### src/rtl/biriscv_clint_pkg.sv
// Shared register map, CTRL field positions and reset constants for the CLINT.
package biriscv_clint_pkg;

    localparam logic [2:0] REG_MTIME_LO    = 3'd0;
    localparam logic [2:0] REG_MTIME_HI    = 3'd1;
    localparam logic [2:0] REG_MTIMECMP_LO = 3'd2;
    localparam logic [2:0] REG_MTIMECMP_HI = 3'd3;
    localparam logic [2:0] REG_MSIP        = 3'd4;
    localparam logic [2:0] REG_CTRL        = 3'd5;

    localparam int CTRL_EN_BIT       = 0;
    localparam int CTRL_PRESCALE_LSB = 8;
    localparam int CTRL_PRESCALE_W   = 8;

    localparam logic [63:0] MTIME_RST    = 64'h0;
    localparam logic [63:0] MTIMECMP_RST = 64'hFFFF_FFFF_FFFF_FFFF;

    // Word indices 6 and 7 fall inside the 5-bit window but are unmapped.
    function automatic logic reg_mapped(input logic [2:0] idx);
        return idx <= REG_CTRL;
    endfunction

endpackage

### src/rtl/biriscv_sync_ff.sv
// Multi-flop synchronizer for an asynchronous level input; all stages reset to 0.
module biriscv_sync_ff #(
    parameter int DEPTH = 2
) (
    input  logic clk_i,
    input  logic rst_ni,
    input  logic d_i,
    output logic q_o
);

    logic [DEPTH-1:0] sync_d;
    logic [DEPTH-1:0] sync_q;

    always_comb begin
        sync_d = {sync_q[DEPTH-2:0], d_i};
    end

    always_ff @(posedge clk_i) begin
        if (!rst_ni) begin
            sync_q <= '0;
        end else begin
            sync_q <= sync_d;
        end
    end

    assign q_o = sync_q[DEPTH-1];

endmodule

### src/rtl/biriscv_clint.sv
// Machine timer (mtime/mtimecmp with prescaler), software interrupt bit and
// external interrupt synchronizer behind a one-outstanding valid/ready register port.
module biriscv_clint
    import biriscv_clint_pkg::*;
#(
    parameter int         SYNC_STAGES  = 2,
    parameter logic [7:0] PRESCALE_RST = 8'd0
) (
    input  logic        clk_i,
    input  logic        rst_ni,
    input  logic        req_valid_i,
    output logic        req_ready_o,
    input  logic        req_write_i,
    input  logic [4:0]  req_addr_i,
    input  logic [31:0] req_wdata_i,
    output logic        resp_valid_o,
    input  logic        resp_accept_i,
    output logic [31:0] resp_rdata_o,
    output logic        resp_error_o,
    input  logic        ext_irq_i,
    output logic        ext_intr_o,
    output logic        timer_intr_o,
    output logic        sw_intr_o
);

    logic [63:0] mtime_d, mtime_q;
    logic [63:0] mtimecmp_d, mtimecmp_q;
    logic [31:0] hi_shadow_d, hi_shadow_q;
    logic [7:0]  prescale_d, prescale_q;
    logic [7:0]  presc_cnt_d, presc_cnt_q;
    logic        en_d, en_q;
    logic        msip_d, msip_q;
    logic        timer_intr_d, timer_intr_q;
    logic        resp_valid_d, resp_valid_q;
    logic [31:0] resp_rdata_d, resp_rdata_q;
    logic        resp_error_d, resp_error_q;

    logic [2:0]  word_idx;
    logic        req_fire;
    logic        tick;
    logic [63:0] mtime_inc;
    logic [31:0] read_data;
    logic        unused_addr_lsbs;

    assign unused_addr_lsbs = ^req_addr_i[1:0];
    assign word_idx         = req_addr_i[4:2];
    // Valid/ready: a request transfers on req_valid_i & req_ready_o; a new one may
    // enter in the same cycle the previous response is taken with resp_accept_i.
    assign req_ready_o      = ~resp_valid_q | resp_accept_i;
    assign req_fire         = req_valid_i & req_ready_o;
    assign tick             = en_q & (presc_cnt_q == prescale_q);
    assign mtime_inc        = mtime_q + 64'd1;

    always_comb begin
        read_data = '0;
        case (word_idx)
            REG_MTIME_LO:    read_data = mtime_q[31:0];
            REG_MTIME_HI:    read_data = hi_shadow_q;
            REG_MTIMECMP_LO: read_data = mtimecmp_q[31:0];
            REG_MTIMECMP_HI: read_data = mtimecmp_q[63:32];
            REG_MSIP:        read_data[0] = msip_q;
            REG_CTRL: begin
                read_data[CTRL_EN_BIT] = en_q;
                read_data[CTRL_PRESCALE_LSB +: CTRL_PRESCALE_W] = prescale_q;
            end
            default:         read_data = '0;
        endcase
    end

    always_comb begin
        mtimecmp_d   = mtimecmp_q;
        hi_shadow_d  = hi_shadow_q;
        prescale_d   = prescale_q;
        en_d         = en_q;
        msip_d       = msip_q;
        resp_valid_d = resp_valid_q;
        resp_rdata_d = resp_rdata_q;
        resp_error_d = resp_error_q;
        timer_intr_d = (mtime_q >= mtimecmp_q);

        presc_cnt_d = presc_cnt_q;
        if (en_q) begin
            presc_cnt_d = tick ? 8'd0 : presc_cnt_q + 8'd1;
        end
        // Increment first; a software write then overrides only the half it targets.
        mtime_d = tick ? mtime_inc : mtime_q;

        if (req_fire && req_write_i) begin
            case (word_idx)
                REG_MTIME_LO:    mtime_d[31:0]     = req_wdata_i;
                REG_MTIME_HI:    mtime_d[63:32]    = req_wdata_i;
                REG_MTIMECMP_LO: mtimecmp_d[31:0]  = req_wdata_i;
                REG_MTIMECMP_HI: mtimecmp_d[63:32] = req_wdata_i;
                REG_MSIP:        msip_d            = req_wdata_i[0];
                REG_CTRL: begin
                    en_d        = req_wdata_i[CTRL_EN_BIT];
                    prescale_d  = req_wdata_i[CTRL_PRESCALE_LSB +: CTRL_PRESCALE_W];
                    presc_cnt_d = 8'd0;
                end
                default: ;
            endcase
        end

        if (req_fire && !req_write_i && word_idx == REG_MTIME_LO) begin
            hi_shadow_d = mtime_q[63:32];
        end

        if (req_fire) begin
            resp_valid_d = 1'b1;
            resp_rdata_d = req_write_i ? 32'd0 : read_data;
            resp_error_d = ~reg_mapped(word_idx);
        end else if (resp_accept_i) begin
            resp_valid_d = 1'b0;
        end
    end

    always_ff @(posedge clk_i) begin
        if (!rst_ni) begin
            mtime_q      <= MTIME_RST;
            mtimecmp_q   <= MTIMECMP_RST;
            hi_shadow_q  <= '0;
            prescale_q   <= PRESCALE_RST;
            presc_cnt_q  <= '0;
            en_q         <= 1'b0;
            msip_q       <= 1'b0;
            timer_intr_q <= 1'b0;
            resp_valid_q <= 1'b0;
            resp_rdata_q <= '0;
            resp_error_q <= 1'b0;
        end else begin
            mtime_q      <= mtime_d;
            mtimecmp_q   <= mtimecmp_d;
            hi_shadow_q  <= hi_shadow_d;
            prescale_q   <= prescale_d;
            presc_cnt_q  <= presc_cnt_d;
            en_q         <= en_d;
            msip_q       <= msip_d;
            timer_intr_q <= timer_intr_d;
            resp_valid_q <= resp_valid_d;
            resp_rdata_q <= resp_rdata_d;
            resp_error_q <= resp_error_d;
        end
    end

    biriscv_sync_ff #(
        .DEPTH(SYNC_STAGES)
    ) u_ext_sync (
        .clk_i (clk_i),
        .rst_ni(rst_ni),
        .d_i   (ext_irq_i),
        .q_o   (ext_intr_o)
    );

    assign resp_valid_o = resp_valid_q;
    assign resp_rdata_o = resp_rdata_q;
    assign resp_error_o = resp_error_q;
    assign timer_intr_o = timer_intr_q;
    assign sw_intr_o    = msip_q;

endmodule

### config.mk
export PLATFORM = sky130hd
export DESIGN_NAME = biriscv_clint
export DESIGN_NICKNAME = d
export VERILOG_FILES = /design/src/rtl/biriscv_clint_pkg.sv /design/src/rtl/biriscv_sync_ff.sv /design/src/rtl/biriscv_clint.sv
export SDC_FILE = /design/constraint.sdc
export NUM_CORES = 1
export LEC_CHECK = 0
export CORE_MARGIN = 2
export CORE_UTILIZATION = 45
export CTS_CLUSTER_SIZE = 16
export DETAILED_ROUTE_END_ITERATION = 12
export PLACE_DENSITY = 0.75
export SLEW_MARGIN = 10
export SYNTH_ARGS = -nofsm -noshare
export SYNTH_HDL_FRONTEND = slang
export SYNTH_SLANG_ARGS = --single-unit
### constraint.sdc
create_clock -name clk_i -period 3 [get_ports clk_i]
set_input_delay 0.6 -clock clk_i [delete_from_list [all_inputs] [get_ports clk_i]]
set_output_delay 0.6 -clock clk_i [all_outputs]
set_load 0.05 [all_outputs]
# Word-level counts from Yosys, hierarchy flattened
# Index checks and enable logic that the tools add are counted.
[totals] register_bits=215 inputBits=43 output_inout_bits=38 wordCells=53
[classes] add_sub_neg=2 order_cmp=2 n_eq_ne=6 n_mux=15 n_bitwise=5 reduce_logical=10
[op_table] op="64-bit two-way mux" count=2
[op_table] op="32-bit two-way mux" count=3
[op_table] op="64-bit by 1-bit adder with 64-bit output (second input constant)" count=1
[op_table] op="64-bit greater-or-equal comparator" count=1
[op_table] op="16-bit case mux with 4 select lines" count=1
[op_table] op="8-bit case mux with 5 select lines" count=1
[op_table] op="8-bit two-way mux" count=4
[op_table] op="7-bit case mux with 4 select lines" count=1
[op_table] op="8-bit by 1-bit adder with 8-bit output (second input constant)" count=1
[op_table] op="8-bit equality test" count=1
[op_table] op="2-bit AND reduction" count=4
[op_table] op="3-bit by 2-bit equality test with 1-bit output (second input constant)" count=2
[op_table] op="3-bit equality test (second input constant)" count=2
[op_table] op="1-bit case mux with 6 select lines" count=1
[op_table] op="3-bit by 1-bit equality test with 1-bit output (second input constant)" count=1
[op_table] op="3-bit <= comparator (second input constant)" count=1
[op_table] op="1-bit logical AND" count=3
[op_table] op="3-bit logical NOT" count=1
[op_table] op="1-bit AND" count=2
[op_table] op="1-bit two-way mux" count=2
[op_table] op="1-bit NOT" count=2
[op_table] op="2-bit nonzero test" count=1
[op_table] op="1-bit logical NOT" count=1
[op_table] op="1-bit bitwise OR" count=1

# Logic depth before layout (Yosys ltp)
[depth] ltp_word=6 ltp_mapped=9 mapped_depth_nobuf=8

# By module
# A second synthesis with hierarchy kept.
[hier_totals] cells_unflattened=1423 hier_area_um2=11523.6
[modules_own_cells] mod="biriscv_clint" n_inst=1 cells_each=1419 area_per_inst_um2=11471.0 seq_area_each_um2=4264.1
[modules_own_cells] mod="biriscv_sync_ff" n_inst=1 cells_each=4 area_per_inst_um2=52.6 seq_area_each_um2=40.0

# Worst setup path before layout
# OpenSTA, ideal clock, no wires.
[synth_path] path_kind="register to register" from="register resp_valid_q, in the netlist resp_valid_o" to="register presc_cnt_q[2]" arrival_time_ns=2.701 path_slack_ns=0.234 stages_incl_launch_ff=10 n_path_buf=3 synth_period_minus_slack_ns=2.766 path_cell_list="dfxtp_1 -> nand2b_1 -> and2_1 -> clkbuf_1 -> nand4_1 -> clkbuf_1 -> nand2_1 -> or2_2 -> clkbuf_1 -> nor2_1"
[synth_between] elab_chain_len=5
[synth_lines] item="start: declaration" line="biriscv_clint.sv:34" source="logic resp_valid_d, resp_valid_q;"
[synth_lines] item="start signal: assignment" line="biriscv_clint.sv:139" source="resp_valid_q <= resp_valid_d;"
[synth_lines] item="1-bit NOT" line="biriscv_clint.sv:49" source="assign req_ready_o = ~resp_valid_q | resp_accept_i;"
[synth_lines] item="1-bit bitwise OR" line="biriscv_clint.sv:49"
[synth_lines] item="net req_ready_o" line="biriscv_clint.sv:12" source="output logic req_ready_o,"
[synth_lines] item="1-bit AND" line="biriscv_clint.sv:50" source="assign req_fire = req_valid_i & req_ready_o;"
[synth_lines] item="1-bit logical AND" line="biriscv_clint.sv:88" source="if (req_fire && req_write_i) begin"
[synth_lines] item="8-bit two-way mux" line="biriscv_clint.sv:88"
[synth_lines] item="end signal: assignment" line="biriscv_clint.sv:135" source="presc_cnt_q <= presc_cnt_d;"
[synth_lines] item="end: declaration" line="biriscv_clint.sv:30" source="logic [7:0] presc_cnt_d, presc_cnt_q;"
# The timed path passes the listed nets, and every way through them passes these cells.
# A chain may end at the register's enable or synchronous reset.

# Worst setup path after layout
[layout_path] from="register mtime_q[15]" to="register mtime_q[63]"
[layout_between] elab_chain_len=4
[layout_lines] item="start: declaration" line="biriscv_clint.sv:26" source="logic [63:0] mtime_d, mtime_q;"
[layout_lines] item="start signal: assignment" line="biriscv_clint.sv:131" source="mtime_q <= mtime_d;"
[layout_lines] item="64-bit by 1-bit adder with 64-bit output *" line="biriscv_clint.sv:52" source="assign mtime_inc = mtime_q + 64'd1;"
[layout_lines] item="64-bit two-way mux *" line="biriscv_clint.sv:86" source="mtime_d = tick ? mtime_inc : mtime_q;"
[layout_lines] item="32-bit two-way mux" line="biriscv_clint.sv:89" source="case (word_idx)"
[layout_lines] item="64-bit two-way mux *" line="biriscv_clint.sv:88"
# Mark *: on every way between the ends. The rest lies on a longest branch, timed or not.

==> metrics.md <==
| Metric | Value |
|---|---|
| Clk buf depth | `3` |
| Tcrit/Tclk final | `93.68%` |
| Mapped cell area | `11260 µm²` |
| Commonest non-fill, non-tap cell in the layout | `dfxtp_1` |
| Combinational Power Share | `8.0%` |
| Hpwl dp | `23.07 mm` |
| Initial antenna violation count | `0` |
| Fmax | `355.8 MHz` |
| Critical Path Start Type | `flop` |
| # IOs | `81` |
| Mux share of post-synthesis cell area | `2.466%` |
| Pleak | `0.005244 µW` |
| Synth warnings | `0` |
| WL/cell | `18.98 µm` |
| RSZ-0062 raised after global routing | `no` |
| Peak VDD IR | `0.3999 mV` |
| Final Setup Violations | `0` |
| CP max stage delay | `0.59 ns` |
| Yosys reg bits | `215` |
| Cell count after synthesis | `1412` |
| Largest cells by area after synthesis | `dfxtp_1, ha_1, nand2_1` |
| Nets | `1581` |
| Clock power share | `46.9%` |
| Minimum clock period | `2.810 ns` |
| Final Skew | `0.01255 ns` |
| Rows | `57` |
| Worst Path Max Fanout | `7` |
| Total GRT Usage | `25.71%` |
| Area share of the largest cell type after synthesis | `38.21%` |
| Post-synthesis sequential area ratio | `38.21%` |
| Final-layout fill cell count | `2206` |
| Vias/cell | `5.982` |
| Pwr/cell area | `487.7 nW/µm²` |
| Vias in the first global route | `10330` |
| Post-synthesis compound-gate area fraction | `21.69%` |
| Cell internal pwr | `4955 µW` |
| Vias | `10840` |
| Dominant cell type by area after synthesis | `dfxtp_1` |
| ANT cells | `0` |
| Die Y-Extent | `162.2 µm` |
| Adder-Cell Fraction of Synth Area | `7.331%` |
| Number of H-tree levels | `1` |
| # resized after CTS | `0` |
| Sw Share | `24.24%` |
| Skew-Pair Late Insertion Delay | `0.52 ns` |
| Antenna Nets Post-Route | `0` |
| XOR/XNOR share of the synthesized area | `4.898%` |
| CTS tree | `done` |
| Slew at the pin with the worst max-slew slack | `0.7522 ns` |
| Most frequent cells in the layout | `dfxtp_1, nand2_1, a21oi_1, inv_1, nor2_1` |
| Post-synth EDFFs | `0` |
| Reported net switching power | `1586 µW` |
| Syn Nets | `1521` |
| Setup TNS | `0 ns` |
| Inserted Clock Buffers | `25` |
| Worst path arrival time | `3.26 ns` |
| Syn avg cell area | `7.978 µm²` |
| Clk sinks | `215` |
| Simple-Gate Fraction of Synth Area | `19.20%` |
| Synth cell types | `51` |
| Hold crit path type | `reg2reg` |
| Max_cap viols | `0` |
| Core ar. | `24460 µm²` |
| First-pass iteration count of the detailed router | `6` |
| Fin. max-slew vios | `0` |
| Buf/Inv on CP | `0` |
| Hold_buf cts | `0` |
| R2r setup slk | `0.19 ns` |
| Hold Fails Final Rpt | `0` |
| Slew headroom | `49.22%` |
| First DRT Iteration DRCs | `1053` |
| Total Wirelength | `34.39 mm` |
| CP most frequent cell | `or4_4` |
| Dpl cell area | `12590 µm²` |
| Die ar. | `26310 µm²` |
| Outcome | `completed` |
| Share of power burned in registers | `45.1%` |
| Gr ovfl total | `0` |
| Ys async rst share | `0%` |
| Worst setup path category | `reg2reg` |
| CTS root buf | `clkbuf_16` |
| Crit path required time | `3.45 ns` |
| Clock transition at path regs | `0.06 ns` |
| Setup Fix Bufs, Post-CTS | `0` |
| Layout Area Growth over Synthesis | `19.05%` |
| DR DRC count | `0` |
| Critical Path Sink Type | `flop` |
| Largest net degree at the start of global routing | `129` |
| Die width | `162.2 µm` |
| Routability cong. | `0.9300` |
| Initial Utilization | `46.05%` |
| Slowest cell on the critical path | `or4_4` |
| Synth Flop Type | `dfxtp_1` |
| First-pass GRT wire length | `54.84 mm` |
| IO Port Bufs | `78` |
| Post-route cell area | `13410 µm²` |
| Proportion of layout cells with a drive suffix above 1 | `7.930%` |
| Combinational family with the most area after synthesis | `compound AO/OA/AOI/OAI gates` |
| Cells along the critical path | `nand4_1, or4_4, or4_4, or4_4, or3_1, a31oi_1` |
| Delay-heaviest family, CP | `simple AND/OR/NAND/NOR gates` |
==> worst paths after layout <==
kind                                              to            startpoint  cells past startpoint
worst max-delay path                     mtime_q[63]           mtime_q[15]                      6
worst min-delay path            u_ext_sync.sync_q[1]  u_ext_sync.sync_q[0]                      1
worst max register to register           mtime_q[63]           mtime_q[15]                      6
worst min register to register  u_ext_sync.sync_q[1]  u_ext_sync.sync_q[0]                      1
==> stage by stage <==
stage	power, µW	setup WS, ns	instances	hold WS [ns]	util [%]
floorplan	3290	0.2344	1412	0.4119	-
global placement	3513	0.1738	1769	0.4163	51.47
detailed placement	3525	0.1323	1769	0.4188	51.47
CTS	6556	0.1185	1812	0.4357	54.81
global route	6728	0.06326	1812	0.4395	54.82
finish	6541	0.1896	1812	0.4346	54.82
==> flip-flops by register name, indices dropped and copies added (netlist names), 2 cells and up <==
name,flops
prescale_q,8
hi_shadow_q,32
u_ext_sync.sync_q,2
mtimecmp_q,64
presc_cnt_q,8
resp_rdata_o,32
mtime_q,64
==> cell usage after synthesis, drive strengths merged (2+ instances only) <==
| master | number |
|---|---|
| dfxtp | 215 |
| nand2b | 5 |
| or3 | 6 |
| ha | 66 |
| mux2 | 6 |
| nand4b | 2 |
| buf | 10 |
| nand3 | 34 |
| or3b | 2 |
| nand2 | 199 |
| nor2 | 86 |
| nand3b | 4 |
| and3 | 8 |
| and4 | 8 |
| mux2i | 21 |
| or2 | 4 |
| clkbuf | 85 |
| a221oi | 2 |
| o21ai | 81 |
| a311oi | 6 |
| and2 | 11 |
| o211ai | 66 |
| a22oi | 56 |
| o41ai | 4 |
| o31ai | 4 |
| a21oi | 145 |
| or4 | 13 |
| nand4 | 25 |
| o22ai | 3 |
| a21o | 2 |
| inv | 89 |
| nor4 | 28 |
| nor3 | 19 |
| a21bo | 2 |
| a31oi | 9 |
| a211oi | 14 |
| xor2 | 14 |
| xnor2 | 49 |
==> kinds of logic (layout without fill, tap and decap cells) <==
logic type / after synthesis / after routing
adder cells (fa/ha/maj): 66 / 66
XOR/XNOR: 63 / 63
buffers and inverters: 184 / 260
AO/OA/AOI/OAI: 399 / 399
multiplexers: 27 / 27
flip-flops: 215 / 215
AND/OR/NAND/NOR: 458 / 458
==> area by class of cell <==
type	instances	area (µm²)	area share [%]
Sequential cell	215	4304	32.10
Multi-Input combinational cell	1013	6296	46.95
Timing Repair Buffer	128	1254	9.349
Clock inverter	10	131.4	0.9797
Tap cell	324	405.4	3.023
Clock buffer	33	685.7	5.113
Inverter	89	334.1	2.491
==> power by group through the flow <==
stage / Sequential (µW) / Clock [µW] / Combinational, µW
floorplan: 3040 / 0 / 254
global placement: 3010 / 0 / 503
detailed placement: 3010 / 0 / 512
CTS: 2950 / 3090 / 515
global route: 2960 / 3210 / 558
finish: 2950 / 3070 / 521
==> routing by layer <==
metal / vias up / routed length (µm) / GRT usage, %
li1: 5151 / - / -
met1: 5132 / 14850 / 34.83
met2: 473 / 15780 / 42.40
met3: 84 / 2698 / 3.039
met4: 0 / 1055 / 9.131
met5: - / 0 / 0
Note: power is estimated with default switching activity, not from simulation.
